<file path="config.mk">
export PLATFORM = sky130hd
export DESIGN_NAME = sw_adaptor_arbiter
export DESIGN_NICKNAME = d
export VERILOG_FILES = /design/src/rtl/sw_adaptor_arbiter.sv
export SDC_FILE = /design/constraint.sdc
export NUM_CORES = 1
export LEC_CHECK = 0
export CORE_AREA = 3 3 183 185
export CTS_CLUSTER_SIZE = 12
export DETAILED_ROUTE_END_ITERATION = 8
export DIE_AREA = 0 0 186 188
export MAX_ROUTING_LAYER = met4
export PLACE_DENSITY_LB_ADDON = 0.05
export RECOVER_POWER = 50
export SYNTH_ARGS = -nofsm -noshare
export SYNTH_HDL_FRONTEND = slang
export SYNTH_SLANG_ARGS = --single-unit
</file>
<file path="constraint.sdc">
create_clock -name clk -period 2.4 [get_ports clk]
set_clock_uncertainty 0.2 [all_clocks]
set_input_delay 0.48 -clock clk [delete_from_list [all_inputs] [get_ports clk]]
set_output_delay 0.48 -clock clk [all_outputs]
set_load 0.01 [all_outputs]
</file>
<file path="src/rtl/sw_adaptor_arbiter.sv">
// Round-robin arbiter that shares one software adaptor channel among NREQ requesters.
// Optional response timeout is enabled by defining SWA_ARB_TIMEOUT_EN.
module sw_adaptor_arbiter #(
    parameter int NREQ      = 4,
    parameter int PKT_S     = 32,
    parameter int D_S       = 128,
    parameter int KH_S      = 64,
    parameter int DT_S      = 3,
    parameter int TO_CYCLES = 64
) (
    input  logic                   clk,
    input  logic                   rst,
    input  logic [NREQ-1:0]        req_valid_i,
    output logic [NREQ-1:0]        req_ready_o,
    input  logic [NREQ*DT_S-1:0]   req_type_i,
    input  logic [NREQ*KH_S-1:0]   req_key_i,
    output logic [NREQ-1:0]        rsp_valid_o,
    input  logic                   rsp_ready_i,
    output logic [D_S-1:0]         rsp_data_o,
    output logic                   rsp_err_o,
    output logic [PKT_S-1:0]       adp_data_in,
    output logic                   adp_req_valid,
    output logic                   adp_rd_ready,
    input  logic [PKT_S-1:0]       adp_data_out,
    input  logic                   adp_rsp_valid
);

    localparam int IW = $clog2(NREQ);

    if (NREQ < 2 || NREQ > 8 || D_S != 4 * PKT_S || KH_S != 2 * PKT_S ||
        DT_S > PKT_S || TO_CYCLES < 1) begin : g_bad_cfg
        $error("sw_adaptor_arbiter: illegal parameter set");
    end

    typedef enum logic [1:0] {
        S_IDLE = 2'd0,
        S_REQ  = 2'd1,
        S_RSP  = 2'd2,
        S_DLV  = 2'd3
    } state_t;

    state_t            state_r, state_nxt_s;
    logic [IW-1:0]     ptr_r, gnt_r, gnt_idx_s, ptr_nxt_s;
    logic [IW:0]       cand_s, ptr_inc_s;
    logic              gnt_found_s;
    logic [DT_S-1:0]   type_r;
    logic [KH_S-1:0]   key_r;
    logic [1:0]        beat_r, word_r;
    logic [D_S-1:0]    data_r;
    logic              to_hit_s;
    logic [NREQ-1:0]   req_ready_s, rsp_valid_s;
    logic [PKT_S-1:0]  adp_data_s;
    logic              adp_req_valid_s, adp_rd_ready_s;

`ifdef SWA_ARB_TIMEOUT_EN
    localparam int TO_W = $clog2(TO_CYCLES + 1);
    logic [TO_W-1:0]   to_cnt_r;
    logic              err_r;
    assign to_hit_s = !adp_rsp_valid && (to_cnt_r == TO_W'(TO_CYCLES - 1));
`else
    assign to_hit_s = 1'b0;
`endif

    // Round-robin search: first valid requester at or after the pointer, wrapping.
    always_comb begin
        gnt_found_s = 1'b0;
        gnt_idx_s   = '0;
        cand_s      = '0;
        for (int i = 0; i < NREQ; i++) begin
            cand_s = {1'b0, ptr_r} + (IW+1)'(i);
            cand_s = (cand_s >= (IW+1)'(NREQ)) ? cand_s - (IW+1)'(NREQ) : cand_s;
            if (!gnt_found_s && req_valid_i[cand_s[IW-1:0]]) begin
                gnt_found_s = 1'b1;
                gnt_idx_s   = cand_s[IW-1:0];
            end else begin
                gnt_found_s = gnt_found_s;
            end
        end
    end

    assign ptr_inc_s = {1'b0, gnt_r} + (IW+1)'(1);
    assign ptr_nxt_s = (ptr_inc_s >= (IW+1)'(NREQ)) ? '0 : ptr_inc_s[IW-1:0];

    // FSM state register.
    always_ff @(posedge clk) begin
        if (rst) begin
            state_r <= S_IDLE;
        end else begin
            state_r <= state_nxt_s;
        end
    end

    // Next-state and state-decoded outputs.
    always_comb begin
        state_nxt_s     = state_r;
        req_ready_s     = '0;
        rsp_valid_s     = '0;
        adp_data_s      = '0;
        adp_req_valid_s = 1'b0;
        adp_rd_ready_s  = 1'b0;
        case (state_r)
            S_IDLE: begin
                if (gnt_found_s) begin
                    req_ready_s = NREQ'(1) << gnt_idx_s;
                    state_nxt_s = S_REQ;
                end else begin
                    state_nxt_s = S_IDLE;
                end
            end
            S_REQ: begin
                adp_req_valid_s = 1'b1;
                case (beat_r)
                    2'd0:    adp_data_s = '0;
                    2'd1:    adp_data_s = {{(PKT_S-DT_S){1'b0}}, type_r};
                    2'd2:    adp_data_s = key_r[KH_S-1:PKT_S];
                    2'd3:    adp_data_s = key_r[PKT_S-1:0];
                    default: adp_data_s = '0;
                endcase
                if (beat_r == 2'd3) begin
                    state_nxt_s = S_RSP;
                end else begin
                    state_nxt_s = S_REQ;
                end
            end
            S_RSP: begin
                adp_rd_ready_s = 1'b1;
                if (adp_rsp_valid && word_r == 2'd3) begin
                    state_nxt_s = S_DLV;
                end else if (to_hit_s) begin
                    state_nxt_s = S_DLV;
                end else begin
                    state_nxt_s = S_RSP;
                end
            end
            S_DLV: begin
                rsp_valid_s = NREQ'(1) << gnt_r;
                if (rsp_ready_i) begin
                    state_nxt_s = S_IDLE;
                end else begin
                    state_nxt_s = S_DLV;
                end
            end
            default: state_nxt_s = S_IDLE;
        endcase
    end

    // Datapath: request latch, beat/word counters, response capture, rr pointer.
    always_ff @(posedge clk) begin
        if (rst) begin
            ptr_r  <= '0;
            gnt_r  <= '0;
            type_r <= '0;
            key_r  <= '0;
            beat_r <= 2'd0;
            word_r <= 2'd0;
            data_r <= '0;
`ifdef SWA_ARB_TIMEOUT_EN
            to_cnt_r <= '0;
            err_r    <= 1'b0;
`endif
        end else begin
            case (state_r)
                S_IDLE: begin
                    if (gnt_found_s) begin
                        gnt_r  <= gnt_idx_s;
                        type_r <= req_type_i[gnt_idx_s*DT_S +: DT_S];
                        key_r  <= req_key_i[gnt_idx_s*KH_S +: KH_S];
                        beat_r <= 2'd0;
                        word_r <= 2'd0;
                        data_r <= '0;
`ifdef SWA_ARB_TIMEOUT_EN
                        to_cnt_r <= '0;
                        err_r    <= 1'b0;
`endif
                    end
                end
                S_REQ: beat_r <= beat_r + 2'd1;
                S_RSP: begin
                    if (adp_rsp_valid) begin
                        data_r[word_r*PKT_S +: PKT_S] <= adp_data_out;
                        word_r <= word_r + 2'd1;
`ifdef SWA_ARB_TIMEOUT_EN
                        to_cnt_r <= '0;
                    end else if (to_hit_s) begin
                        // Partial words are discarded on timeout.
                        data_r <= '0;
                        err_r  <= 1'b1;
                    end else begin
                        to_cnt_r <= to_cnt_r + TO_W'(1);
`endif
                    end
                end
                S_DLV: begin
                    if (rsp_ready_i) begin
                        ptr_r <= ptr_nxt_s;
                    end
                end
                default: beat_r <= 2'd0;
            endcase
        end
    end

    // Outputs are forced low for the whole cycle in which rst is high.
    assign req_ready_o   = rst ? '0   : req_ready_s;
    assign rsp_valid_o   = rst ? '0   : rsp_valid_s;
    assign rsp_data_o    = rst ? '0   : data_r;
    assign adp_data_in   = rst ? '0   : adp_data_s;
    assign adp_req_valid = rst ? 1'b0 : adp_req_valid_s;
    assign adp_rd_ready  = rst ? 1'b0 : adp_rd_ready_s;
`ifdef SWA_ARB_TIMEOUT_EN
    assign rsp_err_o     = rst ? 1'b0 : err_r;
`else
    assign rsp_err_o     = 1'b0;
`endif

endmodule

</file>
# After elaboration in Yosys (flattened, before gate mapping)
# Index checks and enable logic that the tools add are counted.
# W data, S select, Z words.
# classes
n_bitwise	0
multipliers	1
shift	6
n_div	0
reduce_logical	15
n_addsub	11
n_lt_le_gt_ge	9
muxes	47
n_eq_ne	9
# op_table
op	n
$mux W128	3
$pmux W128 S2	1
$shiftx A256 B9 Y64	1
$bwmux W128	1
$pmux W32 S4	1
$shift A32 B34 Y128 const A	1
$shiftx A32 B34 Y128	1
$mux W32	2
$neg A7 Y34	1
$mux W2	13
$mux W4	5
$mux W1	14
$ge A3 B3 Y1 const B	4
$lt A2 B3 Y1 const B	4
$shiftx A12 B5 Y3	1
$eq A2 B2 Y1 const B	5
$bmux W1 S2	4
$pmux W2 S2	2
$pmux W2 S4	1
$shl A1 B2 Y4 const A	2
$sub A2 B1 Y2 const B	4
$add A2 B1 Y3 const B	2
$add A2 B2 Y3 const B	2
$reduce_and A2 Y1	3
other kinds (10)	20
# word_totals
ram_bits	0
in_bits	308
mem_count	0
latchBits	0
romBits	0
reg_bits	205

# Longest topological paths before layout
# logic_depth
word_depth	18
ltp_mapped	8
ltp_nobuf	7

# Worst setup path after synthesis
# No wires, ideal clock.
# synth_timing
path_kind	input to output
start	in rst
end	out adp_req_valid
path_slack_ns	0.017
path_buffers	4
path_stages	5
arrival_ns	1.703
required_ns	1.720
cell_sequence	clkbuf_1 -> clkbuf_1 -> clkbuf_1 -> clkbuf_1 -> nor2_1
# synth_between
elab_chain_cells	1
# synth_rtl
item	line_no	text
from (decl)	12	input logic rst,
$mux W1	208	assign adp_req_valid = rst ? 1'b0 : adp_req_valid_s;
to (decl)	22	output logic adp_req_valid,
# Every way passes these cells.

# Worst setup path after layout
# layout_timing
start	reg beat_r[0]
end	out adp_data_in[0]
# layout_between
elab_chain_cells	4
# layout_rtl
item	line_no	text
from (decl)	48	logic [1:0] beat_r, word_r;
from (signal assigned)	177	S_REQ: beat_r <= beat_r + 2'd1;
$eq A2 B2 Y1, or another cell as far along	112	case (beat_r)
$pmux W32 S4 (*)	112	
$mux W32 (*)	101	case (state_r)
$mux W32 (*)	207	assign adp_data_in = rst ? '0 : adp_data_s;
to (decl)	21	output logic [PKT_S-1:0] adp_data_in,
# Every way passes the cells marked *; elsewhere a longest branch is shown, timed or not.

==> impl_metrics.yaml <==
detailed_routing:
  via_per_inst: 4.89
  avgRoutedWirePerCell_um: 19.3
  dr.first_iter.drc_count: 497
  first_pass_iters: 5
  wl_um: 43500
  drc: 0
  vias: 11000
  antenna_left: 0
worst_setup_path:
  slowest_delay_ns: 0.45
  path_delay_family: "simple AND/OR/NAND/NOR gates"
  path_buf_inv: 3
  worstSetupEndpointType: "output port"
  reg2reg_from: "ptr_r[0]"
  critical_path_class: "flop to output port"
  crit_path_cell_trace: "inv_2, ha_1, or3_4, buf_12, nor2_1, buf_4"
  r2r_slack_ns: 0.01
  rr_endpoint: "key_r[33]"
  start_kind: "flop"
  path_depth: 6
  crit_fanout: 7
  cp.arrival_ns: 1.99
  required_ns: 1.72
  reg2reg_depth: 10
  slowest_stage: "or3_4"
run_status:
  violations: "negative setup slack"
  status: "finished with violations"
power:
  p_sw_share_pct: 24.7
  p_per_area_nw_per_um2: 487
  leakagePower_nw: 8.47
  seq_power_share_pct: 39.6
  clockPowerShare_pct: 41.8
  p_comb_share_pct: 18.7
  switching_power_mw: 2.25
  p_total_mw: 9.12
  ir_drop_v: 0.000459
  intPower_mw: 6.87
cts:
  clk_latency_ns: 0.51
  cts-root-buf: "clkbuf_16"
  cts_buffer_depth: 3
  clk_pin_slew_ns: 0.06
  htree_levels: 1
  cts_tree: "yes"
  clock-sinks: 205
  cts-hold-fix-buffers: 0
  cts_buffers: 25
floorplan:
  die_area_sq_um: 35000
  coreArea_sq_um: 32200
  die_w_um: 186
  io_pins: 479
  initial_core_util_pct: 33.5
  chipHeight_um: 188
  rows: 66
timing:
  slew_headroom_pct: 58.5
  slew_viol_final: 0
  tightest_slew_ns: 0.622
  setup_viol: 148
  final.setup.worst_slack_ns: -0.275
  fmax_mhz: 374
  min_period_ns: 2.67
  hold_viol: 0
  rsz0062_at_grt: "true"
  fin_crit_sh_pct: 111
global_route:
  grt_overflow: 0
  antenna_found_initial: 3
  grt_util_all_layers_pct: 23.5
  grt_pass1_vias: 11000
  grt_max_degree: 68
  grt_pass1_wl_um: 63000
synthesis:
  yosys_warnings: 0
  async_reset_ff_share_pct: 0
  ys_seq_area_share_pct: 38.0
  syn_inst: 1261
  syn_area_sq_um: 10800
  synth.avg_cell_area_sq_um: 8.55
  ys_ff_latch: 205
  synth_edf_count: 0
  mappedNetlistNets: 1581
  yosysUniqueCellTypes: 46
  synth_ff_type: "dfxtp_1"
worst_hold_path:
  hp-class: "flop to flop"
  hold_start: "key_r[49]"
  hold_end: "key_r[49]"
  holdPathStages: 2
place:
  dp_hpwl_um: 31200
  routabilityCongestion: 0.863
  io_buffers: 477
  place_inst: 2175
cells_and_area:
  final_cell_mix: "309 x clkdlybuf4s50_1, 201 x dfxtp_1, 200 x nand2_1"
  area_growth_pct: 73.7
  instances_no_fill: 2255
  fillers: 2891
  nNetsFinal: 2148
  final_common_cell: "clkdlybuf4s50_1"
  drive_above_1_share_pct: 19.8
job:
  maxCapViolCount: 0
## synthesized netlist by cell type, drive strengths merged (3+ instances only)
| cell type | instances | area share (%) |
|---|---|---|
| buf | 36 | 3.0 |
| nand2 | 201 | 7.0 |
| nor3 | 4 | 0.19 |
| nand3 | 131 | 6.1 |
| mux2i | 138 | 13 |
| a222oi | 3 | 0.28 |
| a21oi | 9 | 0.56 |
| o221ai | 67 | 6.1 |
| nor2b | 134 | 7.8 |
| clkbuf | 71 | 2.6 |
| nand2b | 131 | 7.6 |
| ha | 12 | 1.4 |
| dfxtp | 205 | 38 |
| nor2 | 51 | 1.8 |
| a22oi | 31 | 2.2 |
| inv | 11 | 0.38 |
| and2 | 4 | 0.23 |
## area by class of cell
type / instances / area [sq um] / area share (%)
clock inverters: 6 / 105 / 0.561
inverters: 11 / 41.3 / 0.220
clock buffers: 37 / 711 / 3.79
well taps: 408 / 510 / 2.73
multi-input cells: 938 / 6650 / 35.5
flip-flops and latches: 205 / 4110 / 22.0
diodes: 3 / 7.51 / 0.0401
repair buffers: 647 / 6590 / 35.2
## registers in the layout, indices dropped and copies added, names as in the netlist
name,count
data_r,128
state_r,2
key_r,64
word_r,2
type_r,3
ptr_r,2
beat_r,2
gnt_r,2
## what timing repair did
action | in CTS | in global routing
endpoints found under the setup margin | 224 | 123
gates cloned | 3 | 8
gates resized for setup | 349 | 160
pin swaps | 17 | 40
setup buffers | 9 | 17
## how the worst max path moves through the flow
stage                              start  slack, ns        endpoint
after global routing           beat_r[0]      -0.37  adp_data_in[0]
after global placement    req_valid_i[2]      -0.68  req_ready_o[0]
after floorplan                      rst       0.02   adp_req_valid
final                          beat_r[0]      -0.27  adp_data_in[0]
after detailed placement  req_valid_i[2]      -0.74  req_ready_o[2]
after CTS                      beat_r[0]      -0.27  adp_data_in[0]
## through the flow
step | hold slack, ns | TNS, ns | util, % | setup WS [ns] | instance area [sq um]
2_1_floorplan | 0.231 | 0 | - | 0.0169 | 10800
3_3_place_gp | 0.245 | -94.69 | 52.2 | -0.683 | 16800
3_5_place_dp | 0.249 | -108.26 | 52.2 | -0.738 | 16800
4_1_cts | 0.209 | -7.12 | 55.4 | -0.268 | 17800
5_1_grt | 0.296 | -43.36 | 58.2 | -0.371 | 18700
6_report | 0.270 | -19.07 | 58.2 | -0.275 | 18700
## routing by layer
| metal | global-route usage (%) | part of all wire (%) |
|---|---|---|
| met5 | - | 0 |
| met4 | 5.53 | 2.2 |
| met3 | 4.11 | 6.0 |
| met2 | 39.3 | 49 |
| met1 | 29.5 | 43 |
## worst reg2reg max path, cell delays in order, from the launching register on
cell and delay, ns:
dfxtp_4 0.38, nor2b_4 0.05, a21o_1 0.21, buf_6 0.14, a211oi_4 0.28, buf_6 0.18, clkbuf_16 0.17, clkbuf_16 0.16
buf_4 0.11, mux2i_1 0.21, o221ai_1 0.14
## logic make-up after synthesis
kind of cell	share of synthesized area, %
AND/OR/NAND/NOR	31.6
flip-flops	38.0
multiplexers	13.1
AO/OA/AOI/OAI	9.77
buffers and inverters	6.03
adder cells (fa/ha/maj)	1.39
other	0.0348
## power by group through the flow
stage	registers, mW	logic, mW	clock network (mW)
floorplan	3.64	0.659	0
detailed placement	3.67	1.50	0
global placement	3.67	1.49	0
CTS	3.60	1.58	3.90
global route	3.62	1.81	4.03
finish	3.61	1.70	3.81
(Power assumes the default switching activity.)
